`config.mk`:
```
export PLATFORM = sky130hd
export DESIGN_NAME = multicycle_ctrl_flat
export DESIGN_NICKNAME = d
export VERILOG_FILES = /design/src/rtl/multicycle_ctrl_if.sv /design/src/rtl/multicycle_ctrl.sv /design/src/flat_wrapper.sv
export SDC_FILE = /design/constraint.sdc
export NUM_CORES = 1
export LEC_CHECK = 0
export CAP_MARGIN = 20
export CELL_PAD_IN_SITES_DETAIL_PLACEMENT = 1
export CELL_PAD_IN_SITES_GLOBAL_PLACEMENT = 2
export CORE_MARGIN = 5
export CORE_UTILIZATION = 28
export CTS_BUF_LIST = sky130_fd_sc_hd__clkbuf_4 sky130_fd_sc_hd__clkbuf_8 sky130_fd_sc_hd__clkbuf_16
export CTS_CLUSTER_DIAMETER = 30
export CTS_CLUSTER_SIZE = 40
export DETAILED_ROUTE_END_ITERATION = 7
export HOLD_SLACK_MARGIN = 0.15
export PLACE_DENSITY = 0.83
export SYNTH_ARGS = -nofsm -noshare
export SYNTH_HDL_FRONTEND = slang
export SYNTH_SLANG_ARGS = --single-unit
```
`constraint.sdc`:
```
create_clock -name clk -period 6.7 [get_ports clk]
set_clock_uncertainty 0.05 [all_clocks]
set_input_delay 1.34 -clock clk [delete_from_list [all_inputs] [get_ports clk]]
set_output_delay 1.34 -clock clk [all_outputs]
set_load 0.05 [all_outputs]
```
`src/rtl/multicycle_ctrl_if.sv`:
```
// Shared instruction/data memory port between the multi-cycle sequencer and memory.
// The controller owns the request side; memory answers with a single-cycle ack.
interface multicycle_ctrl_if;
  logic       mem_req;
  logic       mem_ack;
  logic       IorD;
  logic       MemRead;
  logic       MemWrite;
  logic [2:0] MemReadOp;
  logic [2:0] MemWriteOp;

  modport master (
    output mem_req, IorD, MemRead, MemWrite, MemReadOp, MemWriteOp,
    input  mem_ack
  );

  modport slave (
    input  mem_req, IorD, MemRead, MemWrite, MemReadOp, MemWriteOp,
    output mem_ack
  );
endinterface

```
`src/rtl/multicycle_ctrl.sv`:
```
// Multi-cycle MIPS sequencer: steps each instruction through FETCH/DECODE/EXEC/MEM/WB
// and drives datapath selects, the memory handshake and the retired-instruction count.
module multicycle_ctrl #(
  parameter int CNT_W = 32
) (
  input  logic              clk,
  input  logic              reset,
  input  logic [31:0]       Ins,
  input  logic              Zero,
  multicycle_ctrl_if.master mem,
  output logic              IRWrite,
  output logic              PCWrite,
  output logic [1:0]        PCSource,
  output logic [2:0]        RegDst,
  output logic              AluSrc,
  output logic [3:0]        AluControl,
  output logic [1:0]        Sign,
  output logic [1:0]        WdSel,
  output logic              RegWrite,
  output logic              illegal,
  output logic              retire,
  output logic [CNT_W-1:0]  instret,
  output logic [2:0]        state
);

  typedef enum logic [2:0] {
    FETCH  = 3'd0,
    DECODE = 3'd1,
    EXEC   = 3'd2,
    MEM    = 3'd3,
    WB     = 3'd4
  } state_t;

  state_t cur, nxt;

  logic [5:0] opcode, funct;
  logic       is_nop, is_add, is_sub, is_sll, is_rtype, is_jr, is_j, is_jal;
  logic       is_beq, is_ori, is_lui, is_load, is_store, is_legal;
  logic [2:0] rd_op, wr_op;

  always_comb begin
    opcode   = Ins[31:26];
    funct    = Ins[5:0];
    is_nop   = (Ins == 32'd0);
    is_add   = (opcode == 6'h00) && (funct == 6'h20);
    is_sub   = (opcode == 6'h00) && (funct == 6'h22);
    is_sll   = (opcode == 6'h00) && (funct == 6'h00) && !is_nop;
    is_rtype = is_add || is_sub || is_sll;
    is_jr    = (opcode == 6'h00) && (funct == 6'h08);
    is_j     = (opcode == 6'h02);
    is_jal   = (opcode == 6'h03);
    is_beq   = (opcode == 6'h04);
    is_ori   = (opcode == 6'h0D);
    is_lui   = (opcode == 6'h0F);
    is_load  = (opcode == 6'h23) || (opcode == 6'h20) || (opcode == 6'h21) || (opcode == 6'h3E);
    is_store = (opcode == 6'h2B) || (opcode == 6'h28) || (opcode == 6'h29);
    is_legal = is_nop || is_rtype || is_jr || is_j || is_jal || is_beq ||
               is_ori || is_lui || is_load || is_store;
    unique case (opcode)
      6'h20:   rd_op = 3'b001;
      6'h21:   rd_op = 3'b010;
      6'h3E:   rd_op = 3'b011;
      default: rd_op = 3'b000;
    endcase
    unique case (opcode)
      6'h28:   wr_op = 3'b001;
      6'h29:   wr_op = 3'b010;
      default: wr_op = 3'b000;
    endcase
  end

  // Outputs are a pure function of state/Ins/Zero and are held at zero while reset is low.
  always_comb begin
    mem.mem_req    = 1'b0;
    mem.IorD       = 1'b0;
    mem.MemRead    = 1'b0;
    mem.MemWrite   = 1'b0;
    mem.MemReadOp  = 3'b000;
    mem.MemWriteOp = 3'b000;
    IRWrite        = 1'b0;
    PCWrite        = 1'b0;
    PCSource       = 2'b00;
    RegDst         = 3'b000;
    AluSrc         = 1'b0;
    AluControl     = 4'b0000;
    Sign           = 2'b00;
    WdSel          = 2'b00;
    RegWrite       = 1'b0;
    illegal        = 1'b0;
    retire         = 1'b0;
    nxt            = cur;
    if (reset) begin
      case (cur)
        FETCH: begin
          mem.mem_req = 1'b1;
          mem.MemRead = 1'b1;
          if (mem.mem_ack) begin
            IRWrite = 1'b1;
            PCWrite = 1'b1;
            nxt     = DECODE;
          end
        end
        DECODE: begin
          nxt = FETCH;
          if (is_nop) begin
            retire = 1'b1;
          end else if (is_j || is_jal) begin
            PCWrite  = 1'b1;
            PCSource = 2'b10;
            retire   = 1'b1;
            if (is_jal) begin
              RegWrite = 1'b1;
              RegDst   = 3'b010;
              WdSel    = 2'b10;
            end
          end else if (is_jr) begin
            PCWrite  = 1'b1;
            PCSource = 2'b11;
            retire   = 1'b1;
          end else if (!is_legal) begin
            illegal = 1'b1;
          end else begin
            nxt = EXEC;
          end
        end
        EXEC: begin
          nxt = FETCH;
          if (is_rtype) begin
            AluControl = is_sub ? 4'b0001 : (is_sll ? 4'b0100 : 4'b0000);
            nxt        = WB;
          end else if (is_ori) begin
            AluSrc     = 1'b1;
            AluControl = 4'b0010;
            nxt        = WB;
          end else if (is_lui) begin
            AluSrc = 1'b1;
            Sign   = 2'b10;
            nxt    = WB;
          end else if (is_load || is_store) begin
            AluSrc = 1'b1;
            Sign   = 2'b01;
            nxt    = MEM;
          end else if (is_beq) begin
            AluControl = 4'b0011;
            Sign       = 2'b01;
            PCSource   = 2'b01;
            PCWrite    = Zero;
            retire     = 1'b1;
          end
        end
        MEM: begin
          mem.mem_req = 1'b1;
          mem.IorD    = 1'b1;
          AluSrc      = 1'b1;
          Sign        = 2'b01;
          if (is_load) begin
            mem.MemRead   = 1'b1;
            mem.MemReadOp = rd_op;
          end
          if (is_store) begin
            mem.MemWrite   = 1'b1;
            mem.MemWriteOp = wr_op;
          end
          if (mem.mem_ack) begin
            retire = is_store;
            nxt    = is_store ? FETCH : WB;
          end
        end
        WB: begin
          RegWrite = 1'b1;
          RegDst   = is_rtype ? 3'b001 : 3'b000;
          WdSel    = is_load ? 2'b01 : 2'b00;
          retire   = 1'b1;
          nxt      = FETCH;
        end
        default: nxt = FETCH;
      endcase
    end
  end

  always_ff @(posedge clk or negedge reset) begin
    if (!reset) begin
      cur     <= FETCH;
      instret <= '0;
    end else begin
      cur <= nxt;
      if (retire) instret <= instret + CNT_W'(1);
    end
  end

  assign state = cur;

endmodule

```
`src/flat_wrapper.sv`:
```
// flat-port wrapper written by rule: the top's interface ports become plain ports
module multicycle_ctrl_flat 
#(
  parameter int CNT_W = 32
)
  (clk, reset, Ins, Zero, IRWrite, PCWrite, PCSource, RegDst, AluSrc, AluControl, Sign, WdSel, RegWrite, illegal, retire, instret, state, mem_mem_req, mem_IorD, mem_MemRead, mem_MemWrite, mem_MemReadOp, mem_MemWriteOp, mem_mem_ack);
  multicycle_ctrl_if mem_i ();
  input  logic clk;
  input  logic reset;
  input  logic [31:0] Ins;
  input  logic Zero;
  output logic IRWrite;
  output logic PCWrite;
  output logic [1:0] PCSource;
  output logic [2:0] RegDst;
  output logic AluSrc;
  output logic [3:0] AluControl;
  output logic [1:0] Sign;
  output logic [1:0] WdSel;
  output logic RegWrite;
  output logic illegal;
  output logic retire;
  output logic [CNT_W-1:0] instret;
  output logic [2:0] state;
  output wire logic [$bits(mem_i.mem_req)-1:0] mem_mem_req;
  output wire logic [$bits(mem_i.IorD)-1:0] mem_IorD;
  output wire logic [$bits(mem_i.MemRead)-1:0] mem_MemRead;
  output wire logic [$bits(mem_i.MemWrite)-1:0] mem_MemWrite;
  output wire logic [$bits(mem_i.MemReadOp)-1:0] mem_MemReadOp;
  output wire logic [$bits(mem_i.MemWriteOp)-1:0] mem_MemWriteOp;
  input wire logic [$bits(mem_i.mem_ack)-1:0] mem_mem_ack;
  assign mem_mem_req = mem_i.mem_req;
  assign mem_IorD = mem_i.IorD;
  assign mem_MemRead = mem_i.MemRead;
  assign mem_MemWrite = mem_i.MemWrite;
  assign mem_MemReadOp = mem_i.MemReadOp;
  assign mem_MemWriteOp = mem_i.MemWriteOp;
  assign mem_i.mem_ack = mem_mem_ack;
  multicycle_ctrl #(.CNT_W(CNT_W)) u_core (.clk(clk), .reset(reset), .Ins(Ins), .Zero(Zero), .mem(mem_i), .IRWrite(IRWrite), .PCWrite(PCWrite), .PCSource(PCSource), .RegDst(RegDst), .AluSrc(AluSrc), .AluControl(AluControl), .Sign(Sign), .WdSel(WdSel), .RegWrite(RegWrite), .illegal(illegal), .retire(retire), .instret(instret), .state(state));
endmodule
```
After elaboration in Yosys (flattened, before gate mapping)
Index checks and enable logic that the tools add are counted.
Word-level totals
  register bits: 35
  input bits: 36
  output and inout port bits: 64
  logic and storage cells: 160
Operators by class
  add/subtract/negate cells: 1
  eq/ne operators: 21
  mux-type cells: 106
  reductions and logical operators: 30
Operators by type and width (count)
  $eq A6 B6 Y1 const B: 9
  $mux W3: 17
  $mux W1: 47
  $mux W2: 23
  $add A32 B1 Y32 const B: 1
  $logic_not A32 Y1: 1
  $mux W4: 7
  $eq A6 B4 Y1 const B: 3
  $logic_or A1 B1 Y1: 18
  $pmux W2 S2: 4
  $eq A6 B2 Y1 const B: 2
  $logic_not A6 Y1: 2
  $pmux W3 S4: 1
  $eq A3 B2 Y1 const B: 2
  $eq A6 B3 Y1 const B: 1
  $pmux W1 S2: 3
  $pmux W2 S3: 1
  $pmux W3 S2: 1
  $logic_and A1 B1 Y1: 5
  $ne A2 B2 Y1 const B: 2
  $pmux W1 S4: 1
  $eq A3 B1 Y1 const B: 1
  $eq A3 B3 Y1 const B: 1
  $logic_not A3 Y1: 1
  4 further kinds: 4

Logic depth before layout (Yosys ltp)
  depth in word-level cells: 19
  mapped depth: 8
  depth with buffers taken out: 6

Worst setup path before layout
No wires, ideal clock.
  path kind: in2out
  from: input port reset
  to: output port Sign[1]
  data arrival time: 3.711 ns
  data required time: 5.310 ns
  path slack: 1.599 ns
  cell stages on the path: 5
  buffers on the path: 1
  cells stage by stage: clkbuf_1 -> nor2b_1 -> nand2_1 -> or2_2 -> nor4_1
On the way
  word-level cells in the longest chain between the ends: 1
Ends and longest elaborated chain
  from (decl): RTL line flat_wrapper.sv:9  | input logic reset;
  $mux W2: RTL line multicycle_ctrl.sv:92  | if (reset) begin
  to (decl): RTL line flat_wrapper.sv:18  | output logic [1:0] Sign;
No other way between the ends.

Worst setup path in the final report
  from: input port Ins[27]
  to: output port PCSource[0]
On the way
  word-level cells in the longest chain between the ends: 11
  elaborated cells on any way between the ends: 39
  those cells by class: 12 x eq/ne; 10 x mux; 17 x reduce/logical
Ends and longest elaborated chain
  from (decl): RTL line flat_wrapper.sv:10  | input logic [31:0] Ins;
  $eq A6 B6 Y1: RTL line multicycle_ctrl.sv:55  | is_load = (opcode == 6'h23) || (opcode == 6'h20) || (opcode == 6'h21) || (opcode == 6'h3E);
  $logic_or A1 B1 Y1 (3 in a row): RTL line multicycle_ctrl.sv:55
  $logic_or A1 B1 Y1: RTL line multicycle_ctrl.sv:139  | end else if (is_load || is_store) begin
  $mux W2: RTL line multicycle_ctrl.sv:139
  $mux W2: RTL line multicycle_ctrl.sv:135  | end else if (is_lui) begin
  $mux W2: RTL line multicycle_ctrl.sv:131  | end else if (is_ori) begin
  $mux W2: RTL line multicycle_ctrl.sv:128  | if (is_rtype) begin
  $pmux W2 S2 *: RTL line multicycle_ctrl.sv:93  | case (cur)
  $mux W2 *: RTL line multicycle_ctrl.sv:92
  to (decl): RTL line flat_wrapper.sv:14  | output logic [1:0] PCSource;
Mark *: on every way between the ends. The rest lies on a longest branch, timed or not.

==> impl_metrics.env <==
export IMPL_worst_path_most_repeated_cell="clkdlybuf4s50_1"
export IMPL_place_hpwl_um=6730
export IMPL_required_ps=5310
export IMPL_relSlewSlack_pct=56.5
export IMPL_synth_edf_count=0
export IMPL_final_nets=418
export IMPL_critPathMaxFanout=13
export IMPL_p_clk_share_pct=33.2
export IMPL_report_final_slew_viol_count=0
export IMPL_critical_path_slowest_cell="clkdlybuf4s50_1"
export IMPL_crit_type="primary input to output pin"
export IMPL_clk_latency_ps=290
export IMPL_synth_fa_ha_area_share_pct=0.470
export IMPL_use_met1_pct=20.5
export IMPL_initial_core_util_pct=28.8
export IMPL_area_growth_pct=41.4
export IMPL_worst_slew_pin_slew_ps=647
export IMPL_grt_util_met3_pct=3.54
export IMPL_r2r_start="u_core.state[0]"
export IMPL_io_pins=100
export IMPL_drive_gt1_share_pct=9.19
export IMPL_clk_path_buf_depth=2
export IMPL_yosysMostFrequentCell="dfrtp_1"
export IMPL_ctsHoldBuffers=0
export IMPL_dpl_cell_area_mm2=0.00365
export IMPL_synth_mux_area_share_pct=0.423
export IMPL_synth_top_family_by_area="simple AND/OR/NAND/NOR gates"
export IMPL_ant_nets=0
export IMPL_crit_chain="clkdlybuf4s50_1 > or4b_1 > or3_1 > nor3_1 > a41oi_1 > nor2b_1 > clkdlybuf4s50_1"
export IMPL_cp_end_kind="output pin"
export IMPL_drtPass1Iterations=4
export IMPL_grt_pass1_vias=2793
export IMPL_slowest_delay_ps=830
export IMPL_synth_top_area_share_pct=32.9
export IMPL_internal_power_w=0.000382
export IMPL_cp_start_kind="primary input"
export IMPL_path_buf_inv=2
export IMPL_fp_dieArea_mm2=0.0116
export IMPL_maxCapViolations=0
export IMPL_finalSetupViolCount=0
export IMPL_path_clk_slew_ps=80
export IMPL_synth_common_cells="35 x dfrtp_1, 22 x nand2_1, 20 x nand3_1"
export IMPL_grtUsageMet2_pct=24.8
export IMPL_postCtsSetupRepairBufs=0
export IMPL_final_hold_viol_count=0
export IMPL_postSynthAreaPerCell_um2=8.97
export IMPL_power_leakage_nw=1.40
export IMPL_clock_sinks=35
export IMPL_cts_resized=0
export IMPL_ys_warn_count=0
export IMPL_timing_fmax_mhz=175
export IMPL_grt_max_degree=48
export IMPL_vdd_drop_max_uv=92.4
export IMPL_core_rowCount=35
export IMPL_rsz0062_at_grt="no"
export IMPL_post_route_drc_count=0
export IMPL_grt_remaining_overflow=0
export IMPL_hold_path_class="register to register"
export IMPL_vias=2643
export IMPL_ys_types=57
export IMPL_cts_made_buffers=5
export IMPL_cts_tree="built"
export IMPL_htree_levels=2
export IMPL_numPortBuffers=95
export IMPL_cp_arrival_ps=4320
export IMPL_wl_um=8600
export IMPL_yosysTopAreaCell="dfrtp_1"
export IMPL_synth_simple_area_share_pct=28.8
export IMPL_die_width_um=108
export IMPL_core_area_mm2=0.00924
export IMPL_synthArstFlopShare_pct=100
export IMPL_antenna_cells=0
export IMPL_power_frac_comb_pct=25.3
export IMPL_critical_path_startpoint="Ins[27]"
export IMPL_final_area_mm2=0.00377
export IMPL_drt_wirelength_per_cell_um=16.9
export IMPL_ys_ff_latch=35
export IMPL_track_usage_pct=15.4
export IMPL_seqPwrFrac_pct=41.4
export IMPL_period_minus_slack_ps=5710
export IMPL_p_sw_share_pct=32.5
export IMPL_syn_inst=297
export IMPL_yosys_area_share_xor_xnor_pct=10.2
export IMPL_ys_flop_type="dfrtp_1"
export IMPL_grt_pass1_wl_um=14400
export IMPL_yosysSeqAreaShare_pct=32.9
export IMPL_top_usage_layer="met2"
export IMPL_die_h_um=108
export IMPL_cts_root_buf="clkbuf_8"
export IMPL_post_route_period_util_pct=85.2
export IMPL_nFillCells=1083
export IMPL_viasPerCell=5.18
export IMPL_syn_area_mm2=0.00266
export IMPL_drt_initial_drc_count=119
export IMPL_status="completed"
export IMPL_critPathTopFamily="simple AND/OR/NAND/NOR gates"
export IMPL_setup_tns_final_ps=0
export IMPL_synth_compound_area_share_pct=20.1
export IMPL_antenna_found_initial=0
export IMPL_switchingPower_w=0.000184
export IMPL_cellPowerDensity_mw_per_mm2=150
export IMPL_gp_congestion=0.851
export IMPL_min_from="u_core.instret[31]"
export IMPL_p_total_w=0.000566
export IMPL_ys_top_cells_by_area="dfrtp_1 33%, a311oi_2 6.8%, xnor2_1 5.9%, xor2_1 4.3%, nand3_1 3.8%"
kinds of logic (layout without fill, tap and decap cells):
| logic type | after synthesis | count (layout) |
|---|---|---|
| and+or+nand+nor | 136 | 136 |
| AOI/OAI and AO/OA | 60 | 60 |
| DFF | 35 | 35 |
| buffers and inverters | 32 | 113 |
| xor gates and xnor gates | 31 | 31 |
| adders and majority gates | 1 | 1 |
| other | 1 | 4 |
| muxes | 1 | 1 |
metrics by stage:
stage | util, % | hold WS [ps] | setup WS, ps | cells
after global placement | 39.6 | 407 | 1030 | 502
after floorplan | - | 729 | 1600 | 300
after CTS | 40.7 | 426 | 1020 | 509
final | 40.8 | 422 | 991 | 510
after global routing | 40.8 | 454 | 838 | 510
after detailed placement | 39.6 | 411 | 1030 | 502
worst reg2reg max path: cells and delay by family, from the launching register on:
| family | cells | cell delay [ps] |
|---|---|---|
| and+or+nand+nor | 4 | 1350 |
| muxes | 1 | 350 |
| DFF | 1 | 660 |
area by class of cell:
class                   count  area (µm²)  share of cell area [%]
flip-flops and latches     35         876                    23.3
inverters                   5        18.8                   0.498
repair buffers            101         988                    26.2
well taps                 129         161                    4.29
multi-input cells         233        1620                    42.9
clock inverters             2        37.5                   0.997
clock buffers               5        68.8                    1.83
flip-flops by register name (all words and copies together), names as in the netlist:
name / count
u_core.state: 3
u_core.instret: 32
layer usage:
layer | part of all wire (%) | vias to the layer above
met5 | 0 | -
met4 | 1.4 | 0
met3 | 5.5 | 9
met2 | 47 | 83
met1 | 46 | 1280
li1 | - | 1271
power by group through the flow:
stage	clock network (W)	logic (W)	registers, W
after floorplan	0	0.0000616	0.000261
after global placement	0	0.000142	0.000238
after detailed placement	0	0.000145	0.000239
after CTS	0.000196	0.000145	0.000235
after global routing	0.000204	0.000154	0.000237
final	0.000188	0.000143	0.000234
worst paths after layout:
path / endpoint / slack, ps / cells after the start
min: u_core.instret[31] / 420 / 1
max: PCSource[0] / 990 / 7
max in group asynchronous: u_core.instret[9] / 5120 / 2
min in group asynchronous: u_core.instret[16] / 1110 / 2
max reg2reg: u_core.instret[1] / 4180 / 5
min reg2reg: u_core.instret[31] / 420 / 1
layout by cell type (no fill, tap or decap), types with 4 or more instances in the layout:
cell type	instances
a311oi_2	12
clkdlybuf4s50_1	94
clkbuf_8	5
inv_1	5
a311o_1	6
nand2_1	22
buf_4	5
xor2_1	13
nand3_1	20
conb_1	4
dfrtp_1	35
nand2b_1	5
nor4_1	10
o21ai_0	5
xnor2_1	18
nor2_1	18
o311ai_0	7
or3_1	4
and3_1	9
a21oi_1	9
nor3_1	11
nand4_1	11
nor2b_1	7
No activity file was read; power rests on OpenSTA's default activity.
